## config.mk

```make
export PLATFORM = sky130hd
export DESIGN_NAME = spring_controller
export DESIGN_NICKNAME = d
export VERILOG_FILES = /design/src/rtl/spring_controller_pkg.sv /design/src/rtl/spring_controller_frame_pulse_limiter.sv /design/src/rtl/spring_controller.sv
export SDC_FILE = /design/constraint.sdc
export NUM_CORES = 1
export LEC_CHECK = 0
export ABC_AREA = 1
export CAP_MARGIN = 30
export CORE_MARGIN = 10
export CORE_UTILIZATION = 25
export CTS_CLUSTER_SIZE = 16
export DETAILED_ROUTE_END_ITERATION = 10
export SLEW_MARGIN = 25
export SYNTH_ARGS = -nofsm -noshare
export SYNTH_HDL_FRONTEND = slang
export SYNTH_SLANG_ARGS = --single-unit
```

## constraint.sdc

```tcl
create_clock -name clk -period 4.8 [get_ports clk]
set_input_delay 0.72 -clock clk [delete_from_list [all_inputs] [get_ports clk]]
set_output_delay 0.72 -clock clk [all_outputs]
set_load 0.05 [all_outputs]
```

## src/rtl/spring_controller_pkg.sv

```systemverilog
// Shared definitions for the plunger spring stage.
// Contents:
//   SPRING_STATE            - spring FSM states (IDLE, COMPRESS, RELEASE)
//   SPRING_MAX_COMPRESSION  - default saturation limit of the compression, pixels
//   SPRING_RECOIL_STEP      - default decompression per frame while releasing, pixels
//   SPRING_SPEED_PER_PIXEL  - default launch speed per compressed pixel
package defines;

   typedef enum logic [1:0] {
      IDLE     = 2'd0,
      COMPRESS = 2'd1,
      RELEASE  = 2'd2
   } SPRING_STATE;

   localparam int SPRING_MAX_COMPRESSION = 32;
   localparam int SPRING_RECOIL_STEP     = 8;
   localparam int SPRING_SPEED_PER_PIXEL = 8;

endpackage

```

## src/rtl/spring_controller_frame_pulse_limiter.sv

```systemverilog
// frame_pulse_limiter: turns a raw, possibly multi-cycle overlap signal into at
// most one single-cycle pulse per frame. Reusable for any collision source.
// Ports:
//   clk          in  - clock
//   reset        in  - synchronous active-high restart (clears the frame flag)
//   startOfFrame in  - one-cycle frame strobe; re-arms the limiter
//   pause        in  - freezes the frame flag and suppresses/drops any pulse
//   rawHit       in  - raw overlap, may be high on any cycle
//   pulse        out - one-cycle pulse, the cycle after the first qualifying hit
module frame_pulse_limiter (
   input  logic clk,
   input  logic reset,
   input  logic startOfFrame,
   input  logic pause,
   input  logic rawHit,
   output logic pulse
);

   logic hitThisFrame;
   logic pulseQ;

   always_ff @(posedge clk) begin
      if (reset) begin
         hitThisFrame <= 1'b0;
         pulseQ       <= 1'b0;
      end else if (pause) begin
         // Flag is held; a scheduled pulse is dropped, not deferred.
         pulseQ <= 1'b0;
      end else if (startOfFrame) begin
         // A hit on the strobe cycle itself is ignored.
         hitThisFrame <= 1'b0;
         pulseQ       <= 1'b0;
      end else if (rawHit && !hitThisFrame) begin
         hitThisFrame <= 1'b1;
         pulseQ       <= 1'b1;
      end else begin
         pulseQ <= 1'b0;
      end
   end

   // Pause also masks a pulse that is already sitting in the register.
   assign pulse = pulseQ & ~pause;

endmodule

```

## src/rtl/spring_controller.sv

```systemverilog
// spring_controller: plunger spring ahead of the ball controller. Converts the
// launch key into compression/recoil, holds the launch speed for the ball and
// filters ball/spring overlap into one collision pulse per frame.
// Ports:
//   clk                        in  - clock
//   reset                      in  - synchronous active-high reset
//   startOfFrame               in  - one-cycle frame strobe
//   key5IsPressed              in  - launch key level
//   pause                      in  - freeze everything, mask pulses
//   reset_level                in  - synchronous level restart (same as reset)
//   collisionSmileySpring      in  - raw ball/spring overlap
//   springSpeedY               out - launch speed (<= 0), registered
//   collisionSmileySpringPulse out - filtered collision pulse
//   springOffsetY              out - current compression, pixels
//   stateDbg                   out - current FSM state, for observation
module spring_controller
   import defines::*;
#(
   parameter int MAX_COMPRESSION = SPRING_MAX_COMPRESSION,
   parameter int RECOIL_STEP     = SPRING_RECOIL_STEP,
   parameter int SPEED_PER_PIXEL = SPRING_SPEED_PER_PIXEL
) (
   input  logic               clk,
   input  logic               reset,
   input  logic               startOfFrame,
   input  logic               key5IsPressed,
   input  logic               pause,
   input  logic               reset_level,
   input  logic               collisionSmileySpring,
   output logic signed [31:0] springSpeedY,
   output logic               collisionSmileySpringPulse,
   output logic [5:0]         springOffsetY,
   output SPRING_STATE        stateDbg
);

   localparam logic [5:0] MAX6    = 6'(MAX_COMPRESSION);
   localparam logic [5:0] RECOIL6 = 6'(RECOIL_STEP);

   logic restart;
   assign restart = reset | reset_level;

   SPRING_STATE        state, stateNext;
   logic [5:0]         offset, offsetNext;
   logic signed [31:0] launchSpeed, launchSpeedNext;
   logic signed [31:0] speedNext;
   logic               launched, launchedNext;

   frame_pulse_limiter uLimiter (
      .clk          (clk),
      .reset        (restart),
      .startOfFrame (startOfFrame),
      .pause        (pause),
      .rawHit       (collisionSmileySpring),
      .pulse        (collisionSmileySpringPulse)
   );

   always_ff @(posedge clk) begin
      if (restart) begin
         state        <= IDLE;
         offset       <= 6'd0;
         launchSpeed  <= 32'sd0;
         launched     <= 1'b0;
         springSpeedY <= 32'sd0;
      end else if (!pause) begin
         state        <= stateNext;
         offset       <= offsetNext;
         launchSpeed  <= launchSpeedNext;
         launched     <= launchedNext;
         springSpeedY <= speedNext;
      end
   end

   always_comb begin
      stateNext       = state;
      offsetNext      = offset;
      launchSpeedNext = launchSpeed;
      // The pulse cycle itself still presents the speed; it is consumed from
      // the following cycle on.
      launchedNext    = launched | (collisionSmileySpringPulse && state == RELEASE);

      if (startOfFrame) begin
         case (state)
            IDLE: begin
               if (key5IsPressed) begin
                  stateNext  = COMPRESS;
                  offsetNext = 6'd1;
               end
            end
            COMPRESS: begin
               if (key5IsPressed) begin
                  offsetNext = (offset >= MAX6) ? MAX6 : offset + 6'd1;
               end else begin
                  stateNext       = RELEASE;
                  launchSpeedNext = -(int'({26'd0, offset}) * SPEED_PER_PIXEL);
                  launchedNext    = 1'b0;
               end
            end
            RELEASE: begin
               if (offset <= RECOIL6) begin
                  offsetNext      = 6'd0;
                  stateNext       = IDLE;
                  launchSpeedNext = 32'sd0;
               end else begin
                  offsetNext = offset - RECOIL6;
               end
            end
            default: begin
               stateNext  = IDLE;
               offsetNext = 6'd0;
            end
         endcase
      end

      // Registered from next-state values so the speed shows up the cycle
      // after the releasing frame strobe.
      speedNext = (stateNext == RELEASE && !launchedNext) ? launchSpeedNext : 32'sd0;
   end

   assign springOffsetY = offset;
   assign stateDbg      = state;

endmodule

```

==> results of run 1 <==
## cells by family after synthesis
| kind of cell | after synthesis |
|---|---|
| AO/OA/AOI/OAI | 94 |
| XOR/XNOR | 2 |
| adder cells (fa/ha/maj) | 11 |
| buffers and inverters | 104 |
| flip-flops | 75 |
| AND/OR/NAND/NOR | 247 |
## area by class of cell
type,instances,area (sq um)
clock buffers,11,243
clock inverters,5,60.1
fillers,1581,10000
inverters,76,288
multi-input cells,354,1800
flip-flops and latches,75,1500
well taps,184,230
repair buffers,49,488
## path summary, 6_finish.rpt
path                            slack, ps                            end                               start  cells past startpoint
worst max-delay path                 2050  springSpeedY[16]$_SDFFE_PP0N_                       key5IsPressed                      8
worst max register to register       2240  springSpeedY[16]$_SDFFE_PP0N_            stateDbg[1]$_SDFFE_PP0N_                      8
worst min register to register        430     uLimiter.pulseQ$_SDFF_PP0_  uLimiter.hitThisFrame$_SDFFE_PP0P_                      1
worst min-delay path                  430     uLimiter.pulseQ$_SDFF_PP0_  uLimiter.hitThisFrame$_SDFFE_PP0P_                      1
## state kept, by name, summed over array words and instances, names as in the netlist
signal / flops
launchSpeed: 32
springSpeedY: 32
springOffsetY: 6
stateDbg: 2
launched: 1
uLimiter.hitThisFrame: 1
uLimiter.pulseQ: 1
## placed cells by master (no fill, tap or decap), types with 2 or more instances in the layout
| cell | count |
|---|---|
| a211oi_1 | 2 |
| a21oi_1 | 70 |
| a21oi_2 | 4 |
| clkbuf_16 | 9 |
| clkdlybuf4s50_1 | 46 |
| dfxtp_1 | 75 |
| ha_1 | 11 |
| inv_1 | 72 |
| inv_2 | 3 |
| nand2_1 | 124 |
| nand2_2 | 2 |
| nand3_1 | 57 |
| nand3_2 | 3 |
| nand4_1 | 3 |
| nor2_1 | 40 |
| nor2_4 | 10 |
| nor3_1 | 5 |
| o21ai_0 | 11 |
| o21ai_1 | 2 |
| o22ai_1 | 2 |
## per-layer routing
layer,wire length [um],share of wire,GRT usage
met5,0,0,0
met4,143,0.015,0.0510
met3,382,0.041,0.0196
met2,4390,0.47,0.150
met1,4420,0.47,0.116
## worst register-to-register path, delay by kind of cell, from the launching register on
kind                       cells  cell delay (ps)
AOI/OAI and AO/OA              4             1190
adders and majority gates      1              380
buffers and inverters          1              140
DFF                            1              390
and+or+nand+nor                2              390
## through the flow
stage | util | cell area (sq um) | instances
final | 0.315 | 4610 | 754
after detailed placement | 0.294 | 4310 | 738
after global placement | 0.293 | 4290 | 737
after CTS | 0.315 | 4610 | 754
after global routing | 0.315 | 4610 | 754
after floorplan | - | 3770 | 533
## power breakdown
part,internal (W),switching (W)
Sequential,0.000624,0.00000133
Combinational,0.0000155,0.0000566
Clock,0.000418,0.000263
==> flow_metrics.py, run 1 <==
metrics = {
    "yosys": {
        "synth-simple-area-share": 0.301,
        "synth-warning-count": 0,
        "yosysMostFrequentCell": "nand2_1",
        "syn_avg_cell_area_sq_um": 7.08,
        "netlist_area_sq_mm": 0.00377,
        "synth_top_cell_by_area": "dfxtp_1",
        "synthAdderAreaFrac": 0.0365,
        "netlist.area_leader.share": 0.398,
        "yosys_most_used_dff": "dfxtp_1",
        "synth_top_family_by_area": "simple AND/OR/NAND/NOR gates",
        "synth_compound_area_frac": 0.135,
        "syn_inst": 533,
        "synth_seq_area_share": 0.398,
        "ys_types": 31,
        "synth-async-reset-ratio": 0,
        "synth_nets": 551,
        "synth_xor_area_frac": 0.00464,
        "synthMuxAreaShare": 0,
        "synthTopCellsByArea": "dfxtp_1 40%, nand2_1 12%, a21oi_1 9.3%, nand3_1 7.6%, inv_1 7.3%",
        "synth_seq_cells": 75,
        "synth_common_cells": "124 x nand2_1, 75 x dfxtp_1, 73 x inv_1, 70 x a21oi_1, 57 x nand3_1",
        "synth-edff-count": 0,
    },
    "place": {
        "place_ws_ps": 1740,
        "io_buffers": 47,
        "hpwlAfterDp_um": 6410,
        "gp_congestion": 0.804,
    },
    "sta": {
        "max_freq_mhz": 364,
        "slew_headroom": 0.375,
        "setup_viol": 0,
        "post-route-period-util": 0.573,
        "period_minus_slack_ps": 2750,
        "fin_ws_ps": 2050,
        "worst_pin_slew_ps": 935,
        "hold_ws_ps": 433,
        "rsz0062_at_grt": "no",
        "hold_viol": 0,
        "drv_slew": 0,
        "fin_setup_tns_ps": 0,
        "clock_skew_ps": 6.19,
    },
    "drt": {
        "drc": 0,
        "wl_um": 9340,
        "vias_per_cell": 4.40,
        "wl_per_cell_um": 12.4,
        "num_vias": 3318,
        "final_antenna_net_count": 0,
        "dr.pass1.iters": 4,
        "first_iter_violations": 208,
    },
    "grt": {
        "antenna_found_initial": 0,
        "gr-total-overflow": 0,
        "grt_pass1_vias": 3120,
        "grtUsageTotal": 0.0939,
        "grt_pass1_wl_um": 15600,
        "grt_max_degree": 66,
    },
    "cells_and_area": {
        "n_antenna_cell": 0,
        "drive_above_1_share": 0.0772,
        "nets": 583,
        "syn2layout_area_growth_pct": 22.1,
    },
    "clock_network": {
        "ctsHoldBuffers": 0,
        "clock_sinks": 75,
        "clockBufferDepth": 2,
        "postCtsSetupBuffers": 0,
        "path_clk_slew_ps": 60,
        "ctsResizeCount": 0,
        "numCtsBuffers": 9,
        "worstSkewPairLatency_ps": 340,
        "cts_tree": "built",
        "root_buffer": "clkbuf_16",
        "htreeDepth": 3,
    },
    "setup_path": {
        "crit_type": "primary input to register",
        "slowest_stage": "a21oi_4",
        "worstSetupStartpointType": "primary input",
        "critPathTopFamily": "compound AO/OA/AOI/OAI gates",
        "arrival_ps": 3010,
        "cp_num_buf_inv": 2,
        "cp-end-kind": "register",
        "slowest_delay_ps": 720,
        "path_max_fanout": 32,
        "required_ps": 5060,
        "crit_top_cell": "o21ai_1",
        "cp_cell_sequence": "clkdlybuf4s50_1, inv_2, nand2_1, o21ai_1, o21ai_1, a21oi_4, nand3_1, a21oi_1",
    },
    "job": {
        "cap_violations": 0,
    },
    "floorplan": {
        "num_io_pins": 48,
        "die_h_um": 143,
        "rows": 44,
        "die_area_sq_mm": 0.0204,
        "die_w_um": 143,
        "initial_core_util": 0.258,
        "core_area_sq_mm": 0.0146,
    },
    "pwr": {
        "power_density_mw_per_mm2": 299,
        "ir_drop_mv": 0.178,
        "p_total_w": 0.00138,
        "p_leak_nw": 1.63,
    },
    "run_status": {
        "status": "finished, final reports clean",
    },
    "min_path": {
        "hold_path.class": "register to register",
    },
}
No activity file was read; power rests on OpenSTA's default activity.
==> inputs of run 2 (changes only) <==
==> constraint.sdc (replaced) <==
create_clock -name clk -period 2.77 [get_ports clk]
set_input_delay 0.4155 -clock clk [delete_from_list [all_inputs] [get_ports clk]]
set_output_delay 0.4155 -clock clk [all_outputs]
set_load 0.05 [all_outputs]
==> flow_metrics.py, run 2 (synthesis results as in run 1) <==
metrics = {
    "run_status": {
        "status": "finished, final reports clean",
    },
    "clock_network": {
        "clockBufferDepth": 2,
        "numCtsBuffers": 9,
        "ctsResizeCount": 0,
        "cts_tree": "built",
        "path_clk_slew_ps": 60,
        "ctsHoldBuffers": 0,
        "root_buffer": "clkbuf_16",
        "clock_sinks": 75,
        "htreeDepth": 3,
        "postCtsSetupBuffers": 0,
        "worstSkewPairLatency_ps": 340,
    },
    "sta": {
        "clock_skew_ps": 4.76,
        "drv_slew": 0,
        "fin_setup_tns_ps": 0,
        "setup_viol": 0,
        "period_minus_slack_ps": 2230,
        "worst_pin_slew_ps": 662,
        "hold_viol": 0,
        "post-route-period-util": 0.805,
        "slew_headroom": 0.559,
        "max_freq_mhz": 448,
        "rsz0062_at_grt": "no",
    },
    "drt": {
        "vias_per_cell": 4.47,
        "final_antenna_net_count": 0,
        "wl_um": 9370,
        "drc": 0,
        "dr.pass1.iters": 4,
        "first_iter_violations": 233,
        "num_vias": 3386,
        "wl_per_cell_um": 12.4,
    },
    "grt": {
        "grt_pass1_wl_um": 16100,
        "gr-total-overflow": 0,
        "antenna_found_initial": 0,
        "grtUsageTotal": 0.0965,
        "grt_pass1_vias": 3273,
        "grt_max_degree": 65,
    },
    "place": {
        "hpwlAfterDp_um": 6460,
        "placed_cell_area_sq_mm": 0.00437,
        "io_buffers": 47,
        "gp_congestion": 0.818,
    },
    "setup_path": {
        "worstSetupStartpointType": "register",
        "reg2reg_depth": 10,
        "crit_type": "register to register",
        "worstReg2RegStart": "stateDbg[1]$_SDFFE_PP0N_",
        "cp-end-kind": "register",
        "path_max_fanout": 8,
        "crit_path_start": "stateDbg[1]$_SDFFE_PP0N_",
        "required_ps": 3030,
        "arrival_ps": 2490,
    },
    "min_path": {
        "hold_depth": 1,
        "min_from": "uLimiter.hitThisFrame$_SDFFE_PP0P_",
        "hold_path.class": "register to register",
    },
    "floorplan": {
        "initial_core_util": 0.258,
        "die_h_um": 143,
        "die_area_sq_mm": 0.0204,
        "die_w_um": 143,
        "rows": 44,
        "core_area_sq_mm": 0.0146,
        "num_io_pins": 48,
    },
    "cells_and_area": {
        "final_common_cell": "nand2_1",
        "nets": 587,
        "final_cell_mix": "124 x nand2_1, 75 x dfxtp_1, 72 x inv_1, 70 x a21oi_1, 57 x nand3_1",
        "n_antenna_cell": 0,
        "syn2layout_area_growth_pct": 23.1,
        "design_area_sq_mm": 0.00465,
        "drive_above_1_share": 0.0820,
    },
    "job": {
        "cap_violations": 0,
    },
    "pwr": {
        "power_density_mw_per_mm2": 502,
        "p_leak_nw": 1.65,
        "ir_drop_mv": 0.277,
    },
}
-- run 2: cell count changes in the layout (fill, tap and decap cells not counted), sizes merged --
cell      before  now
bufinv         1    0
clkinv         2    1
buf            3    7
inv           77   76
clkbuf        11   12
clkinvlp       1    2
-- run 2: through the flow --
step	utilization	power (W)	worst slack, ps	cells	hold WS, ps
final	0.317	0.00233	539	757	426
after global routing	0.317	0.00241	128	757	443
after CTS	0.317	0.00236	486	757	427
after detailed placement	0.298	0.00125	353	742	423
after global placement	0.298	0.00125	340	742	409
after floorplan	-	0.00121	617	533	398
-- run 2: layer usage --
| layer | global-route usage | routed length, um | up-vias |
|---|---|---|---|
| li1 | - | - | 1766 |
| met1 | 0.121 | 4470 | 1529 |
| met2 | 0.150 | 4130 | 71 |
| met3 | 0.0226 | 513 | 20 |
| met4 | 0.0543 | 251 | 0 |
| met5 | 0 | 0 | - |
-- run 2: worst max-delay path, stage by stage (launching register included) --
cell	delay [ps]
dfxtp_1	480
inv_1	130
ha_1	320
nand2_1	70
inv_2	150
nand3_1	120
a21oi_2	410
nor2_1	80
nor2_1	160
nand3_1	100
a21oi_1	130
-- run 2: layout make-up --
cell class | instances | area [sq um]
Fill cell | 1581 | 10000
Multi-Input combinational cell | 354 | 1800
Sequential cell | 75 | 1500
Timing Repair Buffer | 53 | 548
Inverter | 76 | 285
Clock buffer | 12 | 256
Tap cell | 184 | 230
Clock inverter | 3 | 23.8
-- run 2: path summary, 6_finish.rpt --
path	end	slack [ps]
max	springSpeedY[22]$_SDFFE_PP0N_	540
min	uLimiter.pulseQ$_SDFF_PP0_	430
max reg2reg	springSpeedY[22]$_SDFFE_PP0N_	540
min reg2reg	uLimiter.pulseQ$_SDFF_PP0_	430
-- run 2: report_power, final --
| part | internal (W) | switching (W) | total (W) | leakage (nW) |
|---|---|---|---|---|
| Combinational | 0.0000367 | 0.000101 | 0.000138 | 0.911 |
| Clock | 0.000652 | 0.000460 | 0.00111 | 0.131 |
| Sequential | 0.00108 | 0.00000222 | 0.00108 | 0.604 |
| Total | 0.00177 | 0.000563 | 0.00233 | 1.65 |
==> inputs of run 3 (changes only) <==
==> constraint.sdc (replaced) <==
create_clock -name clk -period 1.9 [get_ports clk]
set_input_delay 0.285 -clock clk [delete_from_list [all_inputs] [get_ports clk]]
set_output_delay 0.285 -clock clk [all_outputs]
set_load 0.05 [all_outputs]
==> flow_metrics.py, run 3 (synthesis results as in run 1) <==
metrics = {
    "pwr": {
        "ir_drop_mv": 0.434,
        "combPwrFrac": 0.084,
        "power_density_mw_per_mm2": 671,
        "power.switching_w": 0.000876,
        "p_int_w": 0.00257,
        "p_seq_frac": 0.457,
        "p_clk_frac": 0.458,
        "p_leak_nw": 1.90,
        "switching_share": 0.254,
    },
    "cells_and_area": {
        "drive_above_1_share": 0.206,
        "instances_no_fill": 796,
        "syn2layout_area_growth_pct": 36.1,
        "n_antenna_cell": 0,
        "nets": 625,
        "fillCellCount": 1574,
        "final_cell_mix": "121 x nand2_1, 70 x inv_1, 69 x dfxtp_1, 65 x a21oi_1, 54 x nand3_1",
        "regArea_sq_mm": 0.00151,
        "multiInputGateArea_sq_mm": 0.00192,
        "final_common_cell": "nand2_1",
        "design_area_sq_mm": 0.00514,
    },
    "min_path": {
        "min_from": "uLimiter.hitThisFrame$_SDFFE_PP0P_",
        "hold_depth": 1,
        "whs_endpoint": "uLimiter.pulseQ$_SDFF_PP0_",
        "hold_path.class": "register to register",
    },
    "setup_path": {
        "slowest_delay_ps": 820,
        "critPathTopFamily": "buffers and inverters",
        "r2r_end": "springSpeedY[3]$_SDFFE_PP0N_",
        "worstReg2RegStart": "stateDbg[1]$_SDFFE_PP0N_",
        "reg2reg_depth": 10,
        "path_max_fanout": 5,
        "crit_type": "register to output pin",
        "worstSetupStartpointType": "register",
        "required_ps": 1620,
        "cp-end-kind": "output pin",
        "timing.reg2reg.setup_slack_ps": 90,
        "slowest_stage": "clkdlybuf4s50_1",
        "cp_num_buf_inv": 1,
        "cp_cell_sequence": "clkdlybuf4s50_1",
        "arrival_ps": 1560,
    },
    "clock_network": {
        "worstSkewPairLatency_ps": 340,
        "cts_tree": "built",
        "root_buffer": "clkbuf_16",
        "path_clk_slew_ps": 60,
        "numCtsBuffers": 9,
        "clock_sinks": 75,
        "clockBufferDepth": 2,
        "htreeDepth": 3,
    },
    "floorplan": {
        "initial_core_util": 0.258,
        "die_w_um": 143,
        "die_area_sq_mm": 0.0204,
        "num_io_pins": 48,
        "rows": 44,
        "core_area_sq_mm": 0.0146,
        "die_h_um": 143,
    },
    "sta": {
        "setup_viol": 0,
        "worst_pin_slew_ps": 540,
        "fin_setup_tns_ps": 0,
        "drv_slew": 0,
        "clock_skew_ps": 6.57,
        "hold_viol": 0,
        "post-route-period-util": 0.969,
        "rsz0062_at_grt": "yes",
        "period_minus_slack_ps": 1840,
        "max_freq_mhz": 543,
        "slew_headroom": 0.640,
    },
    "grt": {
        "grt_pass1_wl_um": 15900,
        "grt_pass1_vias": 3210,
        "gr-total-overflow": 0,
        "grtUsageTotal": 0.0962,
        "grt_max_degree": 50,
        "antenna_found_initial": 0,
    },
    "drt": {
        "wl_um": 10300,
        "num_vias": 3543,
        "final_antenna_net_count": 0,
        "first_iter_violations": 224,
        "dr.pass1.iters": 4,
        "vias_per_cell": 4.45,
        "drc": 0,
        "wl_per_cell_um": 13.0,
    },
    "place": {
        "dpl.cell_count": 771,
        "gp_congestion": 0.822,
        "io_buffers": 47,
        "hpwlAfterDp_um": 6830,
        "placed_cell_area_sq_mm": 0.00461,
    },
    "job": {
        "cap_violations": 0,
    },
    "run_status": {
        "status": "finished, final reports clean",
    },
}
==> run 3: worst max path at each step <==
stage | start | end | cells past startpoint
global placement | key5IsPressed | springSpeedY[16]$_SDFFE_PP0N_ | 9
detailed placement | key5IsPressed | springSpeedY[16]$_SDFFE_PP0N_ | 9
CTS | stateDbg[0]$_SDFFE_PP0N_ | springSpeedY[16]$_SDFFE_PP0N_ | 10
floorplan | uLimiter.pulseQ$_SDFF_PP0_ | springSpeedY[5]$_SDFFE_PP0N_ | 10
global route | stateDbg[1]$_SDFFE_PP0N_ | springSpeedY[12]$_SDFFE_PP0N_ | 11
finish | stateDbg[0]$_SDFFE_PP0N_ | stateDbg[0] | 1
==> run 3: final cells by class <==
cell class                      count  share of cell area
Multi-Input combinational cell    354               0.374
Sequential cell                    75               0.295
Timing Repair Buffer               91               0.178
Inverter                           76              0.0560
Tap cell                          184              0.0448
Clock buffer                       10              0.0446
Clock inverter                      6             0.00755
==> run 3: power groups by stage <==
stage / clock (W) / sequential, W / combinational, W
final: 0.00158 / 0.00158 / 0.000290
after CTS: 0.00161 / 0.00158 / 0.000236
after floorplan: 0 / 0.00162 / 0.000144
after detailed placement: 0 / 0.00161 / 0.000235
after global routing: 0.00167 / 0.00158 / 0.000312
after global placement: 0 / 0.00161 / 0.000237
==> run 3: per-stage QoR <==
| step | setup WS [ps] | power [W] | hold WS [ps] | util |
|---|---|---|---|---|
| after floorplan | 53.4 | 0.00176 | 363 | - |
| after global placement | -143 | 0.00185 | 412 | 0.315 |
| after detailed placement | -159 | 0.00185 | 414 | 0.315 |
| after CTS | 11.2 | 0.00342 | 424 | 0.333 |
| after global routing | -34.7 | 0.00356 | 439 | 0.351 |
| final | 58.9 | 0.00345 | 420 | 0.351 |
==> run 3: metal layers <==
layer  GRT usage  routed length [um]  vias to the layer above  share of wire
met2       0.154                4790                       55           0.46
li1            -                   -                     1846              -
met4      0.0489                 182                        0          0.018
met5           0                   0                        -              0
met3      0.0216                 449                       13          0.044
met1       0.119                4900                     1629           0.47
==> run 3: timing repair <==
item	4_1_cts	5_1_grt
hold endpoints to repair	0	0
gates resized for setup	0	34
buffers inserted	0	6
hold buffers	0	0
endpoints found under the setup margin	0	50
